==> src/rtl/sa_pkg.sv <==
// Shared systolic-array types: default geometry, weight word and staging-bank states.
package sa_pkg;

  localparam int DATA_W = 8;
  localparam int DEPTH  = 4;
  localparam int COLS   = 4;

  typedef logic [DATA_W-1:0] weight_t;

  typedef enum logic [1:0] {
    IDLE,
    LOAD,
    FULL,
    DRAIN
  } wsb_state_e;

endpackage

==> src/rtl/weight_shift_bank_if.sv <==
// Load/drain bus of the weight staging bank; the bank side uses the slave modport.
interface weight_shift_bank_if #(
  parameter int DATA_W = 8,
  parameter int COLS   = 4
);
  logic                   flush;
  logic                   in_valid;
  logic                   in_ready;
  logic [COLS*DATA_W-1:0] in_data;
  logic                   start;
  logic [COLS-1:0]        out_valid;
  logic [COLS*DATA_W-1:0] out_data;
  logic                   full;
  logic                   busy;
  logic                   done;

  modport master (
    output flush, in_valid, in_data, start,
    input  in_ready, out_valid, out_data, full, busy, done
  );

  modport slave (
    input  flush, in_valid, in_data, start,
    output in_ready, out_valid, out_data, full, busy, done
  );
endinterface

==> src/rtl/wsb_skew_pipe.sv <==
// STAGES-deep {valid, data} delay line used to skew one array column; cleared by rst or flush.
module wsb_skew_pipe #(
  parameter int DATA_W = 8,
  parameter int STAGES = 1
) (
  input  logic              clk,
  input  logic              rst,
  input  logic              flush,
  input  logic              in_valid,
  input  logic [DATA_W-1:0] in_data,
  output logic              out_valid,
  output logic [DATA_W-1:0] out_data
);

  logic [STAGES-1:0] vld;
  logic [DATA_W-1:0] dat [STAGES];

  always_ff @(posedge clk) begin
    if (rst || flush) begin
      vld <= '0;
      for (int i = 0; i < STAGES; i++) dat[i] <= '0;
    end else begin
      vld[0] <= in_valid;
      dat[0] <= in_data;
      for (int i = 1; i < STAGES; i++) begin
        vld[i] <= vld[i-1];
        dat[i] <= dat[i-1];
      end
    end
  end

  assign out_valid = vld[STAGES-1];
  assign out_data  = dat[STAGES-1];

endmodule

==> src/rtl/weight_shift_bank.sv <==
// Weight staging bank: loads DEPTH rows, drains them LIFO with per-column diagonal skew.
// WEIGHT_REUSE_EN: drain rotates the columns and returns to FULL so start can repeat without reload.
module weight_shift_bank #(
  parameter int DATA_W = sa_pkg::DATA_W,
  parameter int DEPTH  = sa_pkg::DEPTH,
  parameter int COLS   = sa_pkg::COLS
) (
  input  logic               clk,
  input  logic               rst,
  weight_shift_bank_if.slave bus
);
  import sa_pkg::*;

  localparam int CNT_W = $clog2(DEPTH + 1);
  localparam int CYC_W = $clog2(DEPTH + COLS + 1);
  localparam logic [CNT_W-1:0] CNT_FULL = CNT_W'(DEPTH);
  localparam logic [CNT_W-1:0] CNT_LAST = CNT_W'(DEPTH - 1);
  localparam logic [CYC_W-1:0] CYC_EMIT = CYC_W'(DEPTH);
  localparam logic [CYC_W-1:0] CYC_LAST = CYC_W'(DEPTH + COLS - 1);

  wsb_state_e             state, state_nxt;
  logic [CNT_W-1:0]       count;
  logic [CYC_W-1:0]       cyc;
  logic [DATA_W-1:0]      mem [COLS][DEPTH];
  logic                   lane_vld;
  logic [DATA_W-1:0]      lane_dat [COLS];
  logic [COLS-1:0]        col_vld;
  logic [COLS*DATA_W-1:0] col_dat;
  logic                   beat, emit, last;

  assign bus.in_ready = ((state == IDLE) || (state == LOAD)) && (count < CNT_FULL);
  assign beat         = bus.in_valid && bus.in_ready;
  // First word leaves on the start edge; cyc 1..DEPTH-1 emit the rest.
  assign emit         = ((state == FULL) && bus.start) || ((state == DRAIN) && (cyc < CYC_EMIT));
  assign last         = (state == DRAIN) && (cyc == CYC_LAST);
  assign bus.full     = (state == FULL);
  assign bus.done     = last;
  assign bus.busy     = (state == DRAIN) || (|col_vld);
  assign bus.out_valid = col_vld;
  assign bus.out_data  = col_dat;

  always_comb begin
    state_nxt = state;
    unique case (state)
      IDLE:  if (beat) state_nxt = LOAD;
      LOAD:  if (beat && (count == CNT_LAST)) state_nxt = FULL;
      FULL:  if (bus.start) state_nxt = DRAIN;
      DRAIN: begin
        if (last) begin
`ifdef WEIGHT_REUSE_EN
          state_nxt = FULL;
`else
          state_nxt = IDLE;
`endif
        end
      end
      default: state_nxt = IDLE;
    endcase
  end

  always_ff @(posedge clk) begin
    if (rst || bus.flush) begin
      state    <= IDLE;
      count    <= '0;
      cyc      <= '0;
      lane_vld <= 1'b0;
      for (int c = 0; c < COLS; c++) begin
        lane_dat[c] <= '0;
        for (int r = 0; r < DEPTH; r++) mem[c][r] <= '0;
      end
    end else begin
      state    <= state_nxt;
      lane_vld <= emit;

      if (beat) begin
        count <= count + 1'b1;
      end else if (last) begin
`ifdef WEIGHT_REUSE_EN
        count <= count;
`else
        count <= '0;
`endif
      end

      if ((state == FULL) && bus.start) cyc <= CYC_W'(1);
      else if (state == DRAIN)          cyc <= last ? '0 : cyc + 1'b1;

      for (int c = 0; c < COLS; c++) begin
        lane_dat[c] <= emit ? mem[c][0] : '0;
        if (beat) begin
          mem[c][0] <= bus.in_data[c*DATA_W +: DATA_W];
          for (int r = 1; r < DEPTH; r++) mem[c][r] <= mem[c][r-1];
        end else if (emit) begin
          for (int r = 0; r < DEPTH - 1; r++) mem[c][r] <= mem[c][r+1];
`ifdef WEIGHT_REUSE_EN
          mem[c][DEPTH-1] <= mem[c][0];
`else
          mem[c][DEPTH-1] <= '0;
`endif
        end
      end
    end
  end

  // Column c sees the column-0 stream delayed by c extra registers.
  for (genvar c = 0; c < COLS; c++) begin : g_col
    if (c == 0) begin : g_wire
      assign col_vld[0]          = lane_vld;
      assign col_dat[0 +: DATA_W] = lane_dat[0];
    end else begin : g_pipe
      wsb_skew_pipe #(.DATA_W(DATA_W), .STAGES(c)) u_pipe (
        .clk       (clk),
        .rst       (rst),
        .flush     (bus.flush),
        .in_valid  (lane_vld),
        .in_data   (lane_dat[c]),
        .out_valid (col_vld[c]),
        .out_data  (col_dat[c*DATA_W +: DATA_W])
      );
    end
  end

endmodule
==> src/flat_wrapper.sv <==
// flat-port wrapper written by rule: the top's interface ports become plain ports
module weight_shift_bank_flat import sa_pkg::*;
#(
  parameter int DATA_W = sa_pkg::DATA_W,
  parameter int DEPTH  = sa_pkg::DEPTH,
  parameter int COLS   = sa_pkg::COLS
)
  (clk, rst, bus_flush, bus_in_valid, bus_in_data, bus_start, bus_in_ready, bus_out_valid, bus_out_data, bus_full, bus_busy, bus_done);
  weight_shift_bank_if #(.DATA_W(DATA_W), .COLS(COLS)) bus_i ();
  input  logic clk;
  input  logic rst;
  input wire logic [$bits(bus_i.flush)-1:0] bus_flush;
  input wire logic [$bits(bus_i.in_valid)-1:0] bus_in_valid;
  input wire logic [$bits(bus_i.in_data)-1:0] bus_in_data;
  input wire logic [$bits(bus_i.start)-1:0] bus_start;
  output wire logic [$bits(bus_i.in_ready)-1:0] bus_in_ready;
  output wire logic [$bits(bus_i.out_valid)-1:0] bus_out_valid;
  output wire logic [$bits(bus_i.out_data)-1:0] bus_out_data;
  output wire logic [$bits(bus_i.full)-1:0] bus_full;
  output wire logic [$bits(bus_i.busy)-1:0] bus_busy;
  output wire logic [$bits(bus_i.done)-1:0] bus_done;
  assign bus_i.flush = bus_flush;
  assign bus_i.in_valid = bus_in_valid;
  assign bus_i.in_data = bus_in_data;
  assign bus_i.start = bus_start;
  assign bus_in_ready = bus_i.in_ready;
  assign bus_out_valid = bus_i.out_valid;
  assign bus_out_data = bus_i.out_data;
  assign bus_full = bus_i.full;
  assign bus_busy = bus_i.busy;
  assign bus_done = bus_i.done;
  weight_shift_bank #(.DATA_W(DATA_W), .DEPTH(DEPTH), .COLS(COLS)) u_core (.clk(clk), .rst(rst), .bus(bus_i));
endmodule
==> config.mk <==
export PLATFORM = sky130hd
export DESIGN_NAME = weight_shift_bank_flat
export DESIGN_NICKNAME = d
export VERILOG_FILES = /design/src/rtl/sa_pkg.sv /design/src/rtl/weight_shift_bank_if.sv /design/src/rtl/wsb_skew_pipe.sv /design/src/rtl/weight_shift_bank.sv /design/src/flat_wrapper.sv
export SDC_FILE = /design/constraint.sdc
export NUM_CORES = 1
export LEC_CHECK = 0
export BUFFER_PORTS_ARGS = -buffer_cell sky130_fd_sc_hd__buf_4
export CELL_PAD_IN_SITES_DETAIL_PLACEMENT = 0
export CELL_PAD_IN_SITES_GLOBAL_PLACEMENT = 1
export CORE_ASPECT_RATIO = 0.9
export CORE_MARGIN = 2
export CORE_UTILIZATION = 25
export CTS_CLUSTER_DIAMETER = 150
export DETAILED_ROUTE_END_ITERATION = 7
export HOLD_SLACK_MARGIN = 0.12
export PLACE_DENSITY = 0.6
export SLEW_MARGIN = 10
export SYNTH_ARGS = -nofsm -noshare
export SYNTH_HDL_FRONTEND = slang
export SYNTH_SLANG_ARGS = --single-unit
==> constraint.sdc <==
create_clock -name clk -period 2.9 [get_ports clk]
set_input_delay 0.145 -clock clk [delete_from_list [all_inputs] [get_ports clk]]
set_output_delay 0.145 -clock clk [all_outputs]
set_load 0.005 [all_outputs]
==> results of run 1 <==
-- cell usage after synthesis, types with 2 or more instances --
master / number / area [µm²]
nor2_2: 3 / 18.8
ha_1: 8 / 100
edfxtp_1: 128 / 3840
inv_1: 6 / 22.5
xor2_1: 2 / 17.5
clkbuf_1: 52 / 195
a21oi_1: 4 / 20.0
nand2_1: 5 / 18.8
o21ai_0: 96 / 480
buf_2: 12 / 60.1
buf_4: 24 / 180
dfxtp_1: 93 / 1860
and2_1: 83 / 519
or2_2: 2 / 12.5
nor3_1: 2 / 10.0
a2bb2oi_1: 97 / 850
nor2_1: 104 / 390
and3_1: 32 / 200
nand3_1: 5 / 25.0
a211o_1: 4 / 35.0
-- cells by family after synthesis --
family,count (synthesis)
buffers and inverters,96
flip-flops,221
XOR/XNOR,2
adder cells (fa/ha/maj),8
multiplexers,2
AO/OA/AOI/OAI,206
AND/OR/NAND/NOR,241
-- registers in the layout, summed over array words and instances (netlist names) --
name	flops
u_core.mem	128
u_core.g_col.g_pipe.u_pipe.dat	48
u_core.lane_dat	32
u_core.cyc	4
u_core.count	3
u_core.g_col.g_pipe.u_pipe.vld	3
u_core.state	2
u_core.lane_vld	1
-- report_power, final --
group	internal [W]	switching, W	total (W)
logic	0.000169	0.000272	0.000441
clock network	0.00169	0.00122	0.00291
registers	0.00343	0.0000504	0.00348
total	0.00529	0.00154	0.00683
-- layer usage --
layer	vias up	global-route usage, %
met5	-	0
li1	2879	-
met1	2976	15.8
met2	85	17.6
met3	17	2.00
met4	0	2.95
-- worst paths after layout --
kind / endpoint / depth (start not counted) / from
setup / recovery: bus_in_ready / 6 / u_core.state[0]$_SDFFE_PP0P_
hold / removal: u_core.g_col[1].g_pipe.u_pipe.dat[0][7]$_SDFF_PP0_ / 1 / u_core.lane_dat[1][7]$_SDFF_PP0_
hold reg to reg: u_core.g_col[1].g_pipe.u_pipe.dat[0][7]$_SDFF_PP0_ / 1 / u_core.lane_dat[1][7]$_SDFF_PP0_
setup reg to reg: u_core.mem[0][63]$_SDFFCE_PP0P_ / 7 / u_core.state[0]$_SDFFE_PP0P_
-- per-stage QoR --
stage | total power, W | hold WS, ps | cell area [µm²] | utilization, %
after global routing | 0.00711 | 441 | 11000 | 31.2
after detailed placement | 0.00395 | 410 | 9840 | 27.9
final | 0.00683 | 418 | 11000 | 31.2
after CTS | 0.00693 | 425 | 11000 | 31.1
after global placement | 0.00396 | 411 | 9840 | 27.9
after floorplan | 0.00380 | 318 | 8990 | -
-- timing repair --
item / 4_1_cts / 5_1_grt
hold buffers: 38 / 0
resized for setup: 0 / 0
hold endpoints to repair: 39 / 0
-- final cells by class --
cell class                      instances  area share [%]
Sequential cell                       221            52.0
Tap cell                              469            5.35
Timing Repair Buffer                  127            9.67
Clock buffer                           33            6.43
Multi-Input combinational cell        459            25.9
Clock inverter                          8           0.388
Inverter                                6           0.205
Antenna cell                            1          0.0228
-- cell usage in the layout, fill, tap and decap left out, drive strengths merged, types with 2 or more instances in the layout --
cell type / Yosys / final
and3: 32 / 32
a2bb2oi: 97 / 97
edfxtp: 128 / 128
ha: 8 / 8
nand2: 5 / 5
inv: 6 / 8
dfxtp: 93 / 93
dlygate4sd3: 0 / 38
xor2: 2 / 2
nor3: 2 / 2
o21ai: 96 / 96
nand3: 5 / 5
clkinv: 0 / 6
clkbuf: 53 / 33
a211o: 4 / 4
a21oi: 4 / 4
or2: 2 / 2
and2: 83 / 83
buf: 37 / 89
nor2: 107 / 107
-- worst max-delay path: cells and delay by family, from the launching register on --
| family | cells | cell delay, ps |
|---|---|---|
| fa+ha+maj | 1 | 240 |
| buf+inv | 3 | 1020 |
| simple gates | 2 | 230 |
| flops | 1 | 380 |
==> impl_results.md, run 1 <==
* Run status: finished, final reports clean
* R2R setup slack at 530 ps
* Root Buffer: clkbuf_16
* Area Growth Syn to Fin at 22.0%
* H-tree depth at 1
* Yosys warnings at 0
* Detailed Route WL at 20.9 mm
* Worst Setup End Kind: output port
* Metal2 WL at 9.45 mm
* PwrDens at 622 nW/µm²
* Syn_nets at 821
* TritonCTS buffer count at 23
* Cell Rows at 65
* Pre-antenna DRT Iters at 5
* HP Class: flip-flop to flip-flop
* Largest family of logic cells by synthesized area: compound AO/OA/AOI/OAI gates
* Global-route wire length before repair at 33.9 mm
* Nature of the critical path startpoint: flip-flop
* F_max at 398 MHz
* Clk sinks at 221
* Uppermost layer routed: met4
* Cell Chain, Critical Path: inv_1, ha_1, nor2_4, buf_4, nor2_1, buf_4
* CORE AREA at 35200 µm²
* Area of the multi-input gates at 2850 µm²
* Vert. Die Dim at 184 µm
* Fin. Hold Viols at 0
* Slew headroom at 33.8%
* CTS max path bufs at 3
* CP Data Required Time at 2760 ps
* DRT met1 WL at 10.4 mm
* Maximum fanout along the worst path at 98
* Drt drc at 0
* Xor and xnor area share after synthesis at 0.195%
* Die area at 37500 µm²
* Share of cells above drive strength 1 at 16.5%
* DR vias/cell at 4.50
* Maximum vdd drop at 384 µV
* Initial drt markers at 435
* Average cell area after synthesis at 11.6 µm²
* Port buffer count at 76
* Initial Util at 25.5%
* Simple-gate area share of the yosys netlist at 13.8%
* Post-Layout Cell Count at 1324
* Final Setup Violations at 0
* Fin crit share at 86.7%
* Final nets at 883
* Largest net degree at the start of global routing at 99
* Clk slew on worst S/H paths at 60 ps
* Worst Path Arrival at 2370 ps
* Unrepaired setup endpoints after global routing: false
* DR vias at 5957
* Critical path class: flip-flop to output port
* Netlist cell types at 34
* Synth Area in Adders at 1.11%
* Wire per inst at 15.8 µm
* Clock Skew at 20.6 ps
* Post-DP HPWL at 11.4 mm
* Setup ws final at 385 ps
* Fin crit period at 2520 ps
* Yosys reg bits at 221
* Slew Viols, Final at 0
* Dpl ws at 531 ps
* # fillers at 3549
* Gr ovfl total at 0
* Total setup buffers inserted after CTS at 0
* Top FF cell, synth: edfxtp_1
* Synth Instances at 776
* CTS tree: done
* Placed cell count at 1244
* Wire length on met3 at 829 µm
* Compound-Gate Fraction of Synth Area at 15.9%
* RD Place Congestion at 0.686
* Chip Width at 204 µm
* Leakage at 4.18 nW
* Seq/Total Area, Yosys at 63.4%
* Number of synthesized flops with an enable pin at 128
* Register area at 5710 µm²
* GRT Total Usage at 11.2%
* Worst path max stage delay at 740 ps
* Io pins at 77
* Antenna violations before repair at 1
* Crit path top cell by count: buf_4
* Max Cap Viol at 0
* Vias in the first global route at 5948
* Clock latency on the worst-skew pair at 510 ps
* Ys async rst share at 0%
* Multiplexer area fraction after synthesis at 0.237%
* Antenna-violating nets left at 0
* Worst slew pin tran at 993 ps
* Post-Syn Area at 8990 µm²
* Slowest stage cell, crit path: buf_4
* Setup TNS Final at 0 ps
Power figures use the tool's default switching activity.
==> inputs of run 2 (changes only) <==
PLACE_DENSITY = not set   (was 0.6)
PLACE_DENSITY_LB_ADDON = 0.1   (was not set)
TNS_END_PERCENT = 1   (was not set)
==> run 2 against run 1 <==
  * Cell count about the same
  * Combinational power increased by 4%
  * Clock-buffer cell count increased by 3
  * Worst setup slack improved by 53 ps
  * Critical path depth unchanged
  * Sequential power about the same
  * Clock power increased by 10%
  * Worst hold slack improved by 2.6 ps
  * Core utilization increased by 0.25 points
  * First-iteration DRC count decreased by 28%
  * Clock skew decreased by 4.0 ps
  * Largest power group unchanged
==> impl_results.md, run 2 (synthesis results as in run 1) <==
* Slowest stage cell, crit path: buf_4
* CTS max path bufs at 3
* Final Setup Violations at 0
* Post-DP HPWL at 12.1 mm
* H-tree depth at 1
* Worst Setup End Kind: output port
* # fillers at 3593
* DR vias at 6148
* Most frequent cells in the layout: 128 x edfxtp_1, 102 x nor2_1, 97 x a2bb2oi_1, 96 x o21ai_0, 93 x dfxtp_1
* DR vias/cell at 4.64
* Cell Chain, Critical Path: inv_1, ha_1, nor2_4, buf_4, nor2_1, buf_4
* Util after Layout at 31.4%
* Chip Width at 204 µm
* Initial Util at 25.5%
* Worst Path Arrival at 2320 ps
* CP bufs+invs at 3
* Root Buffer: clkbuf_16
* CTS tree: done
* Unrepaired setup endpoints after global routing: false
* Io pins at 77
* Crit path top cell by count: buf_4
* Port buffer count at 76
* Ant. Diodes at 0
* Most common cell after layout, fill and taps aside: edfxtp_1
* Maximum fanout along the worst path at 74
* Vias in the first global route at 6498
* Max Cap Viol at 0
* Final nets at 881
* Detailed Route WL at 23.0 mm
* Vert. Die Dim at 184 µm
* Drt drc at 0
* CP delay by family, top: buffers and inverters
* Critical path class: flip-flop to output port
* Pre-antenna DRT Iters at 5
* F_max at 406 MHz
* Setup TNS Final at 0 ps
* HP Class: flip-flop to flip-flop
* Antenna-violating nets left at 0
* Share of cells above drive strength 1 at 16.2%
* RD Place Congestion at 0.684
* GRT Total Usage at 12.5%
* Fin. Hold Viols at 0
* Setup ws final at 437 ps
* Clk sinks at 221
* Maximum vdd drop at 344 µV
* Gr ovfl total at 0
* TritonCTS buffer count at 26
* CORE AREA at 35200 µm²
* CP Data Required Time at 2760 ps
* Dpl ws at 617 ps
* Run status: finished, final reports clean
* Total setup buffers inserted after CTS at 0
* Slew headroom at 32.8%
* Global-route wire length before repair at 37.0 mm
* Initial drt markers at 315
* Clock Skew at 16.6 ps
* Clock latency on the worst-skew pair at 540 ps
* Fin crit period at 2460 ps
* Slew Viols, Final at 0
* Largest registers: u_core.mem (128), u_core.g_col.g_pipe.u_pipe.dat (48), u_core.lane_dat (32)
* Wire per inst at 17.4 µm
* Clk slew on worst S/H paths at 60 ps
* PwrDens at 646 nW/µm²
* Antenna violations before repair at 0
* Most flops, register: u_core.mem
* Leakage at 4.20 nW
* Fin crit share at 84.9%
* Worst slew pin tran at 1010 ps
* Die area at 37500 µm²
* Worst path max stage delay at 630 ps
* Area Growth Syn to Fin at 23.0%
* Cell Rows at 65
* Largest net degree at the start of global routing at 103
* Nature of the critical path startpoint: flip-flop
* Max FFs per register at 128
run 2: cell count changes in the layout (fill, tap and decap cells not counted), sizes merged:
cell | previous run | this run
clkinvlp | 0 | 1
clkbuf | 33 | 36
inv | 8 | 6
clkinv | 6 | 9
diode | 1 | 0
bufinv | 0 | 2
dlygate4sd3 | 38 | 36
buf | 89 | 86
run 2: worst reg2reg max path, cell delays in order, from the launching register on:
cell	delay (ps)
dfxtp_1	330
inv_1	120
ha_1	250
nor2_4	60
nor2_4	390
buf_4	680
a2bb2oi_1	200
nor2_1	130
run 2: where the power goes:
| group | internal (W) | switching, W |
|---|---|---|
| sequential | 0.00343 | 0.0000511 |
| clock | 0.00191 | 0.00130 |
| combinational | 0.000173 | 0.000285 |
run 2: final cells by class:
| cell class | count | area, µm² | area share, % |
|---|---|---|---|
| Timing Repair Buffer | 122 | 1060 | 9.55 |
| Multi-Input combinational cell | 459 | 2850 | 25.8 |
| Clock buffer | 36 | 718 | 6.49 |
| Sequential cell | 221 | 5710 | 51.6 |
| Inverter | 6 | 22.5 | 0.204 |
| Tap cell | 469 | 587 | 5.31 |
| Clock inverter | 12 | 121 | 1.10 |
run 2: final timing paths:
kind / from / end / slack [ps] / cells after the start
max: u_core.state[0]$_SDFFE_PP0P_ / bus_in_ready / 440 / 6
min: u_core.lane_dat[3][0]$_SDFF_PP0_ / u_core.g_col[3].g_pipe.u_pipe.dat[0][0]$_SDFF_PP0_ / 420 / 1
max reg2reg: u_core.state[1]$_SDFFE_PP0P_ / u_core.mem[1][10]$_SDFFCE_PN0P_ / 590 / 7
min reg2reg: u_core.lane_dat[3][0]$_SDFF_PP0_ / u_core.g_col[3].g_pipe.u_pipe.dat[0][0]$_SDFF_PP0_ / 420 / 1
run 2: per-layer routing:
metal | part of all wire, % | global-route usage (%) | vias to the layer above
met5 | 0 | 0 | -
met4 | 2.5 | 3.53 | 0
met2 | 45 | 20.3 | 140
met3 | 4.4 | 2.36 | 36
met1 | 48 | 16.9 | 3093
li1 | - | - | 2879
run 2: timing repair:
item	CTS	global route
resized for setup	0	0
hold buffers	36	0
endpoints found under the hold margin	39	0
run 2: stage by stage:
step | instances | cell area (µm²) | hold WS [ps] | power [W]
after CTS | 1325 | 11100 | 424 | 0.00729
after floorplan | 776 | 8990 | 318 | 0.00380
after global routing | 1325 | 11100 | 442 | 0.00747
final | 1325 | 11100 | 421 | 0.00714
after global placement | 1241 | 9860 | 407 | 0.00396
after detailed placement | 1241 | 9860 | 410 | 0.00397
